### config.mk
export PLATFORM = sky130hd
export DESIGN_NAME = io_input_scanner
export DESIGN_NICKNAME = d
export VERILOG_FILES = /design/src/rtl/io_input_scanner.sv
export SDC_FILE = /design/constraint.sdc
export NUM_CORES = 1
export LEC_CHECK = 0
export BUFFER_PORTS_ARGS = -buffer_cell sky130_fd_sc_hd__buf_4
export CAP_MARGIN = 40
export CORE_ASPECT_RATIO = 1.4
export CORE_MARGIN = 2
export CORE_UTILIZATION = 40
export DETAILED_ROUTE_END_ITERATION = 6
export MAX_ROUTING_LAYER = met4
export PLACE_DENSITY = 0.71
export SETUP_SLACK_MARGIN = 0.05
export SYNTH_ARGS = -nofsm -noshare
export SYNTH_HDL_FRONTEND = slang
export SYNTH_SLANG_ARGS = --single-unit
### constraint.sdc
create_clock -name io_clk -period 3.8 [get_ports io_clk]
set_input_delay 0.38 -clock io_clk [delete_from_list [all_inputs] [get_ports io_clk]]
set_output_delay 0.38 -clock io_clk [all_outputs]
set_load 0.05 [all_outputs]
### src/rtl/io_input_scanner.sv
// Round-robin input port scanner: samples one of four 32-bit ports per slot,
// latches changes, flags them in chg/irq, and exposes everything on a read map.
module io_scan_lane (
    input  logic        io_clk,
    input  logic        resetn,
    input  logic        sample_i,
    input  logic        clr_i,
    input  logic [31:0] in_port_i,
    output logic [31:0] port_o,
    output logic        chg_o
);
    logic [31:0] port_q, port_d;
    logic        chg_q, chg_d;

    // A detected change overrides a concurrent read-clear so no event is lost.
    always_comb begin
        port_d = port_q;
        chg_d  = chg_q;
        if (clr_i) chg_d = 1'b0;
        if (sample_i && (in_port_i != port_q)) begin
            port_d = in_port_i;
            chg_d  = 1'b1;
        end
    end

    always_ff @(posedge io_clk or negedge resetn) begin
        if (!resetn) begin
            port_q <= 32'h0;
            chg_q  <= 1'b0;
        end else begin
            port_q <= port_d;
            chg_q  <= chg_d;
        end
    end

    assign port_o = port_q;
    assign chg_o  = chg_q;
endmodule

module io_input_scanner #(
    parameter int unsigned SCAN_DIV = 4
) (
    input  logic        io_clk,
    input  logic        resetn,
    input  logic [31:0] addr,
    input  logic        rd,
    input  logic [31:0] in_port0,
    input  logic [31:0] in_port1,
    input  logic [31:0] in_port2,
    input  logic [31:0] in_port3,
    output logic [31:0] io_read_data,
    output logic [3:0]  chg,
    output logic        irq
);
    localparam int unsigned CW = (SCAN_DIV > 1) ? $clog2(SCAN_DIV) : 1;
    localparam logic [CW-1:0] DIV_MAX = CW'(SCAN_DIV - 1);

    logic [CW-1:0]    div_cnt_q, div_cnt_d;
    logic [1:0]       ptr_q, ptr_d;
    logic             tick;
    logic             clr;
    logic [3:0][31:0] in_vec;
    logic [3:0][31:0] port_vec;
    logic [3:0]       chg_vec;
    logic             unused_addr;

    assign unused_addr = ^{addr[31:8], addr[1:0]};
    assign in_vec      = {in_port3, in_port2, in_port1, in_port0};
    assign tick        = (div_cnt_q == DIV_MAX);
    // The read returns every pending bit, so clearing all of them clears exactly those returned.
    assign clr         = rd && (addr[7:2] == 6'h24);

    always_comb begin
        div_cnt_d = div_cnt_q + 1'b1;
        ptr_d     = ptr_q;
        if (tick) begin
            div_cnt_d = '0;
            ptr_d     = ptr_q + 2'd1;
        end
    end

    always_ff @(posedge io_clk or negedge resetn) begin
        if (!resetn) begin
            div_cnt_q <= '0;
            ptr_q     <= 2'd0;
        end else begin
            div_cnt_q <= div_cnt_d;
            ptr_q     <= ptr_d;
        end
    end

    for (genvar g = 0; g < 4; g++) begin : g_lane
        io_scan_lane u_lane (
            .io_clk    (io_clk),
            .resetn    (resetn),
            .sample_i  (tick && (ptr_q == 2'(g))),
            .clr_i     (clr),
            .in_port_i (in_vec[g]),
            .port_o    (port_vec[g]),
            .chg_o     (chg_vec[g])
        );
    end

    always_comb begin
        io_read_data = 32'h0;
        case (addr[7:2])
            6'h20:   io_read_data = port_vec[0];
            6'h21:   io_read_data = port_vec[1];
            6'h22:   io_read_data = port_vec[2];
            6'h23:   io_read_data = port_vec[3];
            6'h24:   io_read_data = {28'b0, chg_vec};
            6'h25:   io_read_data = {30'b0, ptr_q};
            default: io_read_data = 32'h0;
        endcase
    end

    assign chg = chg_vec;
    assign irq = |chg_vec;
endmodule

### Yosys cells after proc, flatten, opt, wreduce, memory -nomap -nowiden

Index checks and enable logic that the tools add are counted.

* equal/unequal tests: 14
* reduce and logical (&&, ||, !) cells: 15
* muxes and demuxes: 7
* $add $sub $neg: 2

Operators by type and width (count)
* $pmux W32 S6: 1
* $ne A32 B32 Y1: 4
* $eq A6 B6 Y1 const B: 6
* $logic_and A1 B1 Y1: 9
* $reduce_bool A2 Y1: 4
* $eq A2 B2 Y1 const B: 3
* $mux W1: 5
* $add A2 B1 Y2 const B: 2
* $reduce_or A4 Y1: 1
* $eq A2 B1 Y1 const B: 1
* $logic_not A2 Y1: 1
* $mux W2: 1

* flip-flop bits (word level): 136
* bits of input ports: 163

### Logic depth before layout (Yosys ltp)

Gate-level depths: netlist of the first run.

* depth in word-level cells: 4
* depth in mapped cells: 6
* mapped depth without buffers: 5

### Modules after synthesis

Synthesis of the first run repeated with hierarchy kept, for this count alone.

* cells, all modules: 561
* area, all modules: 7633.6 um^2

By module, submodules not included
* io_scan_lane: cells an instance 113, area each 1580.3 um^2, times used 4, seq. area each 825.8 um^2
* io_input_scanner: cells an instance 109, area each 1312.5 um^2, times used 1, seq. area each 100.1 um^2

### Worst setup path before layout of the first run

OpenSTA, ideal clock, no wires.

* kind: input-to-output
* from: input addr[2]
* to: output io_read_data[0]
* arrival time: 2.072 ns
* cell stages on the path: 4
* setup slack: 1.348 ns
* required time: 3.420 ns
* path buffers: 2
* cell sequence: buf_2 -> buf_2 -> mux2i_1 -> o21ai_0

* cells in the longest elaborated chain, start to end: 2

RTL lines
* start: declaration: line 45 `input logic [31:0] addr,`
* $eq A6 B6 Y1: line 106 `case (addr[7:2])`
* $pmux W32 S6 (*): line 106
* end: declaration: line 51 `output logic [31:0] io_read_data,`

Every way passes the cells marked *; elsewhere a longest branch is shown, timed or not.

### Worst setup path after layout of the first run

* from: register g_lane[3].u_lane.port_q[4]
* to: register g_lane[3].u_lane.port_q[2]

* cells in the longest elaborated chain, start to end: 2

RTL lines
* start: declaration: line 12 `logic [31:0] port_q, port_d;`
* start signal: assignment: line 31 `port_q <= port_d;`
* $ne A32 B32 Y1: line 20 `if (sample_i && (in_port_i != port_q)) begin`
* $logic_and A1 B1 Y1: line 20

Every way passes these cells.
A chain may end at the register's enable or synchronous reset.

==> flow_metrics.py, run 1 <==
metrics = {
    "route": {
        "drt-wirelength-per-cell_um": 21.03,
        "first_iter_violations": 195,
        "viasPerCell": 5.214,
        "post-route-drc-count": 0,
        "vias": 5204,
        "wirelength_um": 20990,
        "drt_first_pass_iters": 4,
        "postRouteAntennaNets": 0,
    },
    "synthesis": {
        "synthArstFlopShare": 1.000,
        "synth.largest_area_cell": "dfrtp_1",
        "synthFlopType": "dfrtp_1",
        "synthDominantCellAreaShare": 0.4235,
        "ys_ff_latch": 136,
        "yosys-top-cells-count": "dfrtp_1, xnor2_1, mux2_4",
        "avgSynthCellArea_um2": 14.40,
        "ys_seq_area_frac": 0.4235,
        "syn_area_um2": 8035,
        "synthCells": 558,
        "synth_most_common_cell": "dfrtp_1",
        "synth_cell_types": 26,
        "synth.area.top_cells": "dfrtp_1, mux2_4, xnor2_1",
        "ys.warnings.count": 0,
        "synth_edf_count": 0,
        "synth_nets": 726,
    },
    "place": {
        "portBuffers": 173,
        "gp_congestion": 0.8201,
        "pre_cts_ws_ns": 1.059,
        "hpwl_um": 15460,
    },
    "worst_setup_path": {
        "end_kind": "register",
        "path_max_fanout": 14,
        "critical_path_class": "reg -> reg",
        "critPathRequiredTime_ns": 4.10,
        "crit_arrival_ns": 2.96,
        "startpoint_type": "register",
    },
    "clocking": {
        "cts_max_level": 4,
        "cts_resized": 0,
        "cts_sinks": 136,
        "root_buffer": "clkbuf_16",
        "cts_made_buffers": 17,
        "insertion_delay_ns": 0.42,
        "hold_buffers": 1,
        "clk_pin_slew_ns": 0.06,
        "cts_tree": "built",
        "clock_path_buffers": 2,
        "post-cts-setup-buffers": 0,
    },
    "grt": {
        "grt_max_degree": 71,
        "met1_usage": 0.2493,
        "grtUsageMet3": 0.03183,
        "grt-ovfl-total": 0,
        "grtUsageMet2": 0.3774,
        "grt.total_usage": 0.2130,
        "top_usage_layer": "met2",
        "antenna_found_initial": 0,
        "grt_pass1_vias": 5636,
        "grt_pass1_wl_um": 31840,
    },
    "floorplan": {
        "die_y_um": 171.7,
        "core-area_um2": 19770,
        "fp.dieArea_um2": 21250,
        "initial_core_util": 0.4065,
        "io_pins": 200,
        "die_x_um": 123.8,
        "fp-row-count": 61,
    },
    "sta": {
        "drv_slew": 0,
        "hold_violations": 0,
        "slew_headroom": 0.4065,
        "skew_ns": 0.01064,
        "worstMarginPinSlew_ns": 0.8883,
        "fin_tns_setup_ns": 0,
        "rsz0062_at_grt": "false",
        "fmax_ghz": 0.3761,
        "final-setup-viol-count": 0,
        "fin_ws_ns": 1.141,
        "fin_crit_ns": 2.659,
        "period_share": 0.6997,
    },
    "power_and_ir_drop": {
        "power_density_nw_per_um2": 381.1,
        "p_leak_nw": 4.278,
        "peakVddDrop_mv": 0.2444,
    },
    "finish": {
        "antenna_cells": 0,
        "final_nets": 901,
        "n_fill_cell": 1715,
        "drive_above_1_share": 0.5147,
        "synthToLayoutAreaGrowth_pct": 27.24,
    },
    "hold_path": {
        "hold_path_class": "in -> reg",
    },
    "run_status": {
        "status": "completed",
    },
    "job": {
        "cap_viol_max_count": 0,
    },
}
[state kept, by name (all words and copies together), names as in the netlist]
name / cells
g_lane.u_lane.port_o: 128
g_lane.u_lane.chg_o: 4
div_cnt_q: 2
ptr_q: 2
[kinds of logic after synthesis]
logic type / share of synthesized area
AO/OA/AOI/OAI: 0.01215
XOR/XNOR: 0.1406
adder cells (fa/ha/maj): 0.007786
buffers and inverters: 0.02772
flip-flops: 0.4235
multiplexers: 0.3225
AND/OR/NAND/NOR: 0.06571
[per-layer routing]
metal	vias to the layer above	wire length, um	part of all wire
met4	0	333	0.016
met5	-	0	0
met2	122	11540	0.55
met3	21	771	0.037
met1	2704	8349	0.40
li1	2357	-	-
[path summary, 6_finish.rpt]
kind,cells past startpoint,from,end,slack (ns)
setup / recovery,7,g_lane[3].u_lane.port_o[4],g_lane[3].u_lane.port_o[2],1.14
hold / removal,2,in_port2[17],g_lane[2].u_lane.port_o[17],0.20
setup reg to reg,7,g_lane[3].u_lane.port_o[4],g_lane[3].u_lane.port_o[2],1.14
hold reg to reg,1,div_cnt_q[0],div_cnt_q[0],0.43
max in group asynchronous,4,resetn,g_lane[2].u_lane.port_o[26],2.34
min in group asynchronous,2,resetn,g_lane[2].u_lane.port_o[20],0.40
[cell type report]
| class | count | area [um^2] | area share |
|---|---|---|---|
| multi-input cells | 392 | 4442 | 0.4345 |
| clock buffers | 19 | 442.9 | 0.04332 |
| clock inverters | 13 | 172.7 | 0.01689 |
| inverters | 2 | 7.507 | 0.0007343 |
| repair buffers | 184 | 1440 | 0.1409 |
| well taps | 252 | 315.3 | 0.03084 |
| flip-flops and latches | 136 | 3403 | 0.3329 |
[metrics by stage]
stage	util	instance area, um^2	std cells	hold WS (ns)	power [mW]
final	0.5172	10220	998	0.2032	3.897
after global routing	0.5172	10220	998	0.1948	4.048
after CTS	0.5172	10220	998	0.1867	3.939
after detailed placement	0.4855	9598	965	0.2595	2.205
after global placement	0.4817	9523	962	0.4124	2.191
after floorplan	-	8035	558	0.08441	1.935
[critical path: stages (launching register included)]
cell and delay (ns):
dfrtp_1 0.40, xnor2_1 0.19, nand4_1 0.16, nor4_1 0.67
a21oi_4 0.31, buf_16 0.25, buf_4 0.23, mux2_4 0.32
[where the power goes]
part	switching, mW	internal [mW]	leakage [nW]
Sequential	0.0724	1.52	1.58
Combinational	0.240	0.341	2.41
Clock	0.666	1.06	0.286
[cells in the final DEF (no fill, tap or decap)]
cell type and instances:
a21oi_4 4, mux2_4 108, buf_16 2, mux4_2 31
clkinv_4 5, dfrtp_1 136, buf_6 1, dlygate4sd3_1 1
clkbuf_8 1, buf_4 179, mux2i_1 2, buf_12 1
clkinvlp_4 4, xor2_1 1, o21ai_0 3, a22o_1 2
mux2_2 20, nor2_1 3, xnor2_1 128, bufinv_16 3
or4_1 1, and2_1 28, nand2_1 9, a21o_1 4
clkbuf_16 17, mux4_1 1, nor2_2 1, clkbuf_1 1
nand4_1 32, nor4_2 6, inv_1 2, nor4_1 2
nand4b_1 1, inv_6 1, ha_1 5
Note: power is estimated with default switching activity, not from simulation.
==> run 2, diff against run 1 <==
Settings changed: PLACE_DENSITY 0.71 to 0.73.
Clock period 3.8 ns to 2.31 ns, I/O delays scaled along.
==> run 2 against run 1 <==
  * Non-clock buffer count up 10
  * Die area unchanged
  * Critical endpoint is now g_lane[1].u_lane.port_o[24]
  * Sequential share of layout area down 0.30 points
  * Total power up 65%
  * Highest routed layer unchanged
  * First-iteration DRC count down 2.1%
  * Routed wire length up 0.39%
  * Sequential cell count unchanged
  * Global-route usage about the same
  * Utilization up 0.47 points
  * Critical path type unchanged
  * Cell count up 1.0%
==> flow_metrics.py, run 2 (same netlist as run 1, synthesis figures left out) <==
metrics = {
    "run_status": {
        "status": "completed",
    },
    "worst_setup_path": {
        "critical_path_class": "reg -> reg",
        "reg2reg_depth": 7,
        "critPathRequiredTime_ns": 2.62,
        "startpoint": "g_lane[1].u_lane.port_o[2]",
        "path_max_fanout": 16,
        "startpoint_type": "register",
        "end_kind": "register",
        "crit_arrival_ns": 2.49,
        "rr_startpoint": "g_lane[1].u_lane.port_o[2]",
    },
    "place": {
        "dpl_cell_area_um2": 9683,
        "pre_cts_ws_ns": 0.09518,
        "portBuffers": 173,
        "hpwl_um": 15580,
        "gp_congestion": 0.8251,
    },
    "sta": {
        "skew_ns": 0.01224,
        "worstMarginPinSlew_ns": 0.5737,
        "period_share": 0.9424,
        "fin_ws_ns": 0.1331,
        "drv_slew": 0,
        "fmax_ghz": 0.4594,
        "fin_tns_setup_ns": 0,
        "hold_violations": 0,
        "slew_headroom": 0.6175,
        "final-setup-viol-count": 0,
        "fin_crit_ns": 2.177,
        "rsz0062_at_grt": "false",
        "holdWs_ns": 0.05119,
    },
    "route": {
        "met2_length_um": 11020,
        "first_iter_violations": 191,
        "postRouteAntennaNets": 0,
        "wl_met1_um": 8488,
        "drt_first_pass_iters": 5,
        "vias": 5165,
        "wirelength_um": 21070,
        "viasPerCell": 5.124,
        "post-route-drc-count": 0,
        "drt-wirelength-per-cell_um": 20.91,
        "dr_wl_met3_um": 975,
        "top_layer": "met4",
    },
    "finish": {
        "multiInputGateArea_um2": 4451,
        "fin_util": 0.5219,
        "seqCellArea_um2": 3403,
        "stdcell_area_um2": 10320,
        "synthToLayoutAreaGrowth_pct": 28.40,
        "layout_common_cells": "buf_4, dfrtp_1, xnor2_1",
        "final_nets": 911,
        "n_fill_cell": 1695,
        "drive_above_1_share": 0.5219,
        "final_common_cell": "buf_4",
        "largest_reg_flops": 128,
    },
    "clocking": {
        "insertion_delay_ns": 0.43,
        "post-cts-setup-buffers": 0,
        "clock_path_buffers": 2,
        "cts_made_buffers": 17,
        "root_buffer": "clkbuf_16",
        "cts_max_level": 4,
        "cts_tree": "built",
        "clk_pin_slew_ns": 0.06,
        "cts_sinks": 136,
    },
    "power_and_ir_drop": {
        "seq_power_share": 0.408,
        "peakVddDrop_mv": 0.4156,
        "combPwrFrac": 0.149,
        "p_leak_nw": 4.358,
        "power_density_nw_per_um2": 623.7,
        "p_sw_mw": 1.591,
        "switching_share": 0.2473,
        "clkPwrFrac": 0.444,
        "intPower_mw": 4.844,
    },
    "grt": {
        "grt_pass1_vias": 5706,
        "grt.total_usage": 0.2134,
        "grt_max_degree": 60,
        "grt-ovfl-total": 0,
        "antenna_found_initial": 1,
        "grt_pass1_wl_um": 31820,
    },
    "floorplan": {
        "fp.dieArea_um2": 21250,
        "die_y_um": 171.7,
        "core-area_um2": 19770,
        "die_x_um": 123.8,
        "fp-row-count": 61,
        "io_pins": 200,
        "initial_core_util": 0.4065,
    },
    "job": {
        "cap_viol_max_count": 0,
    },
    "hold_path": {
        "hold_path_class": "in -> reg",
        "holdPathStages": 2,
        "min_from": "in_port1[28]",
    },
}
[run 2: changes by cell type in the layout (fill, tap and decap cells not counted), sizes merged]
| cell | change |
|---|---|
| clkinvlp | -2 |
| diode | +1 |
| buf | +10 |
| clkbuf | +1 |
[run 2: layer usage]
metal,vias to the layer above,track usage
met3,32,0.04741
met2,126,0.3557
li1,2375,-
met4,0,0.07757
met5,-,-
met1,2632,0.2521
[run 2: power groups by stage]
stage	registers [mW]	clock network, mW	logic, mW
after floorplan	2.63	0	0.556
after global placement	2.66	0	0.952
after detailed placement	2.66	0	0.964
after CTS	2.62	2.90	0.970
after global routing	2.64	3.01	1.03
final	2.62	2.85	0.958
[run 2: final timing paths]
kind / to / slack [ns]
setup / recovery: g_lane[1].u_lane.port_o[24] / 0.13
hold / removal: g_lane[1].u_lane.port_o[28] / 0.05
setup reg to reg: g_lane[1].u_lane.port_o[24] / 0.13
hold reg to reg: div_cnt_q[0] / 0.43
max in group asynchronous: g_lane[3].u_lane.port_o[29] / 1.25
min in group asynchronous: g_lane[0].u_lane.port_o[17] / 0.32
[run 2: worst max-delay path, stage by stage, from the launching register on]
cell     delay [ns]
dfrtp_1        0.41
xnor2_1        0.25
nand4_1        0.23
nor4_4         0.38
buf_4          0.18
a21oi_4        0.05
buf_4          0.22
mux2_4         0.33
[run 2: cell type report]
class | count | share of cell area
timing repair buffer | 194 | 0.1478
inverter | 2 | 0.0007276
antenna | 1 | 0.0002425
tap | 252 | 0.03056
clock buffer | 20 | 0.04523
multi-input combinational | 392 | 0.4314
clock inverter | 11 | 0.01419
sequential | 136 | 0.3299
[run 2: repair_timing]
item,in CTS,in global routing
hold buffers,1,0
setup endpoints to repair,0,18
resized for setup,0,1
endpoints found under the hold margin,46,0
[run 2: metrics by stage]
step,cells,total power [mW]
detailed placement,975,3.626
global route,1008,6.677
finish,1008,6.435
floorplan,558,3.182
global placement,975,3.608
CTS,1007,6.492
==> run 3, diff against run 2 <==
Settings changed: PLACE_DENSITY 0.73 to 0.74, SYNTH_HIERARCHICAL set to 1.
==> run 3 against run 2 <==
  * Critical path depth fell by 1
  * First-iteration DRC count rose by 36%
  * Via count rose by 4.5%
  * Maximum frequency fell by 3.5%
  * Total power fell by 4.5%
  * Combinational power fell by 5.3%
  * Utilization rose by 3.3 points
  * Cell area rose by 0.42%
  * Critical endpoint is now g_lane[1].u_lane/port_o[5]
  * Critical path type unchanged
  * Highest routed layer unchanged
  * Largest cell class unchanged
==> flow_metrics.py, run 3 <==
metrics = {
    "sta": {
        "final-setup-viol-count": 0,
        "rsz0062_at_grt": "true",
        "fmax_ghz": 0.4434,
        "drv_slew": 0,
        "worstMarginPinSlew_ns": 0.6262,
        "fin_ws_ns": 0.05446,
        "hold_violations": 0,
        "period_share": 0.9764,
        "skew_ns": 0.01692,
        "slew_headroom": 0.5825,
        "fin_crit_ns": 2.256,
    },
    "finish": {
        "stdcell_area_um2": 10360,
        "drive_above_1_share": 0.5448,
        "final_common_cell": "buf_4",
        "synthToLayoutAreaGrowth_pct": 35.73,
        "antenna_cells": 0,
        "final_nets": 948,
        "largest_reg_flops": 128,
        "layout_common_cells": "buf_4, dfrtp_1, xor2_1",
    },
    "clocking": {
        "cts_tree": "built",
        "clock_path_buffers": 2,
        "root_buffer": "clkbuf_16",
        "cts_sinks": 136,
        "cts_max_level": 4,
        "cts_made_buffers": 17,
        "clk_pin_slew_ns": 0.06,
        "insertion_delay_ns": 0.43,
    },
    "grt": {
        "grt-ovfl-total": 0,
        "met1_usage": 0.2540,
        "top_usage_layer": "met2",
        "grt.total_usage": 0.2151,
        "grt_pass1_vias": 5831,
        "antenna_found_initial": 0,
        "grt_pass1_wl_um": 31400,
        "grtUsageMet3": 0.03304,
        "grt_max_degree": 64,
        "grtUsageMet2": 0.3640,
    },
    "synthesis": {
        "synthDominantCellAreaShare": 0.4458,
        "synth_most_common_cell": "dfrtp_1",
        "ys.warnings.count": 6,
        "ys_seq_area_frac": 0.4458,
        "synthArstFlopShare": 1.000,
        "synth_cell_types": 26,
        "ys_ff_latch": 136,
        "synth.largest_area_cell": "dfrtp_1",
        "synth_edf_count": 0,
        "synth_nets": 729,
        "synth.area.top_cells": "dfrtp_1, mux2_2, xor2_1",
        "synthFlopType": "dfrtp_1",
        "yosys-top-cells-count": "dfrtp_1, mux2_2, xor2_1",
        "synthCells": 561,
        "avgSynthCellArea_um2": 13.61,
        "syn_area_um2": 7634,
    },
    "floorplan": {
        "die_y_um": 167.5,
        "initial_core_util": 0.4087,
        "fp-row-count": 59,
        "die_x_um": 120.8,
        "fp.dieArea_um2": 20220,
        "core-area_um2": 18680,
        "io_pins": 200,
    },
    "worst_setup_path": {
        "critical_path_class": "reg -> reg",
        "startpoint_type": "register",
        "path_max_fanout": 12,
        "end_kind": "register",
        "crit_arrival_ns": 2.56,
        "critPathRequiredTime_ns": 2.62,
    },
    "power_and_ir_drop": {
        "p_leak_nw": 4.659,
        "peakVddDrop_mv": 0.3915,
        "power_density_nw_per_um2": 592.9,
        "combPwrFrac": 0.148,
        "seq_power_share": 0.425,
        "p_sw_mw": 1.609,
        "intPower_mw": 4.533,
        "clkPwrFrac": 0.427,
        "switching_share": 0.2620,
    },
    "hold_path": {
        "hold_path_class": "in -> reg",
    },
    "route": {
        "drt-wirelength-per-cell_um": 20.80,
        "post-route-drc-count": 0,
        "drt_first_pass_iters": 5,
        "vias": 5397,
        "first_iter_violations": 259,
        "wirelength_um": 21570,
        "viasPerCell": 5.204,
        "postRouteAntennaNets": 0,
    },
    "place": {
        "pre_cts_ws_ns": 0.0002502,
        "portBuffers": 173,
        "hpwl_um": 15550,
        "gp_congestion": 0.8261,
        "dpl_cell_area_um2": 9423,
    },
    "run_status": {
        "status": "completed",
    },
    "job": {
        "cap_viol_max_count": 0,
    },
}
-- run 3: layout make-up --
cell class	count	area, um^2
Multi-Input combinational cell	395	4139
Inverter	6	22.52
Clock inverter	13	121.4
Clock buffer	19	452.9
Sequential cell	136	3403
Fill cell	1626	8315
Timing Repair Buffer	224	1917
Tap cell	244	305.3
-- run 3: power groups by stage --
stage	Sequential (mW)	Combinational (mW)	Clock, mW
after global placement	2.64	0.866	0
after detailed placement	2.65	0.875	0
after floorplan	2.63	0.437	0
after CTS	2.61	0.889	2.67
final	2.61	0.907	2.62
after global routing	2.63	0.977	2.78
-- run 3: critical path, stage by stage (launching register included) --
cell and delay [ns]:
dfrtp_1 0.40, xor2_1 0.17, nor4_1 0.44, nand4_1 0.29, o21ai_4 0.26, buf_6 0.21, mux2_2 0.36
-- run 3: path summary, 6_finish.rpt --
path | from | endpoint | slack [ns] | cells past startpoint
setup reg to reg | g_lane[1].u_lane/port_o[18] | g_lane[1].u_lane/port_o[5] | 0.05 | 6
min in group asynchronous | resetn | g_lane[2].u_lane/port_o[26] | 0.37 | 2
max in group asynchronous | resetn | g_lane[0].u_lane/port_o[21] | 1.13 | 3
hold / removal | in_port2[11] | g_lane[2].u_lane/port_o[11] | 0.05 | 2
setup / recovery | g_lane[1].u_lane/port_o[18] | g_lane[1].u_lane/port_o[5] | 0.05 | 6
hold reg to reg | div_cnt_q[0] | div_cnt_q[0] | 0.45 | 1
-- run 3: per-layer routing --
layer  up-vias  wire [um]
met5         -          0
met3        35        832
met4         0        638
met2       138      11570
met1      2758       8522
li1       2466          -
-- run 3: metrics by stage --
step	total power, mW	utilization	cells	hold WS, ns	setup TNS (ns)
final	6.143	0.5548	1037	0.04859	0
after floorplan	3.067	-	561	-0.06459	0
after CTS	6.168	0.5371	1022	0.03680	0
after global routing	6.381	0.5548	1037	0.04247	-0.002929
after global placement	3.507	0.5045	989	0.2709	0
after detailed placement	3.525	0.5045	989	0.2680	0
-- run 3: kinds of logic (layout without fill, tap and decap cells) --
family,count (synthesis),count (layout),share of synthesized area
AO/OA/AOI/OAI,13,13,0.01278
XOR/XNOR,129,129,0.1480
adder cells (fa/ha/maj),5,5,0.008195
buffers and inverters,30,262,0.03098
flip-flops,136,136,0.4458
multiplexers,164,164,0.2855
AND/OR/NAND/NOR,84,84,0.06868
-- run 3: what timing repair did --
item                                   in CTS  in global routing
pin swaps                                   0                 10
cloned                                      0                  6
resized for setup                           4                 26
hold buffers                                1                  0
endpoints found under the hold margin      59                  0
setup endpoints to repair                  64                128
setup buffers                               0                  9
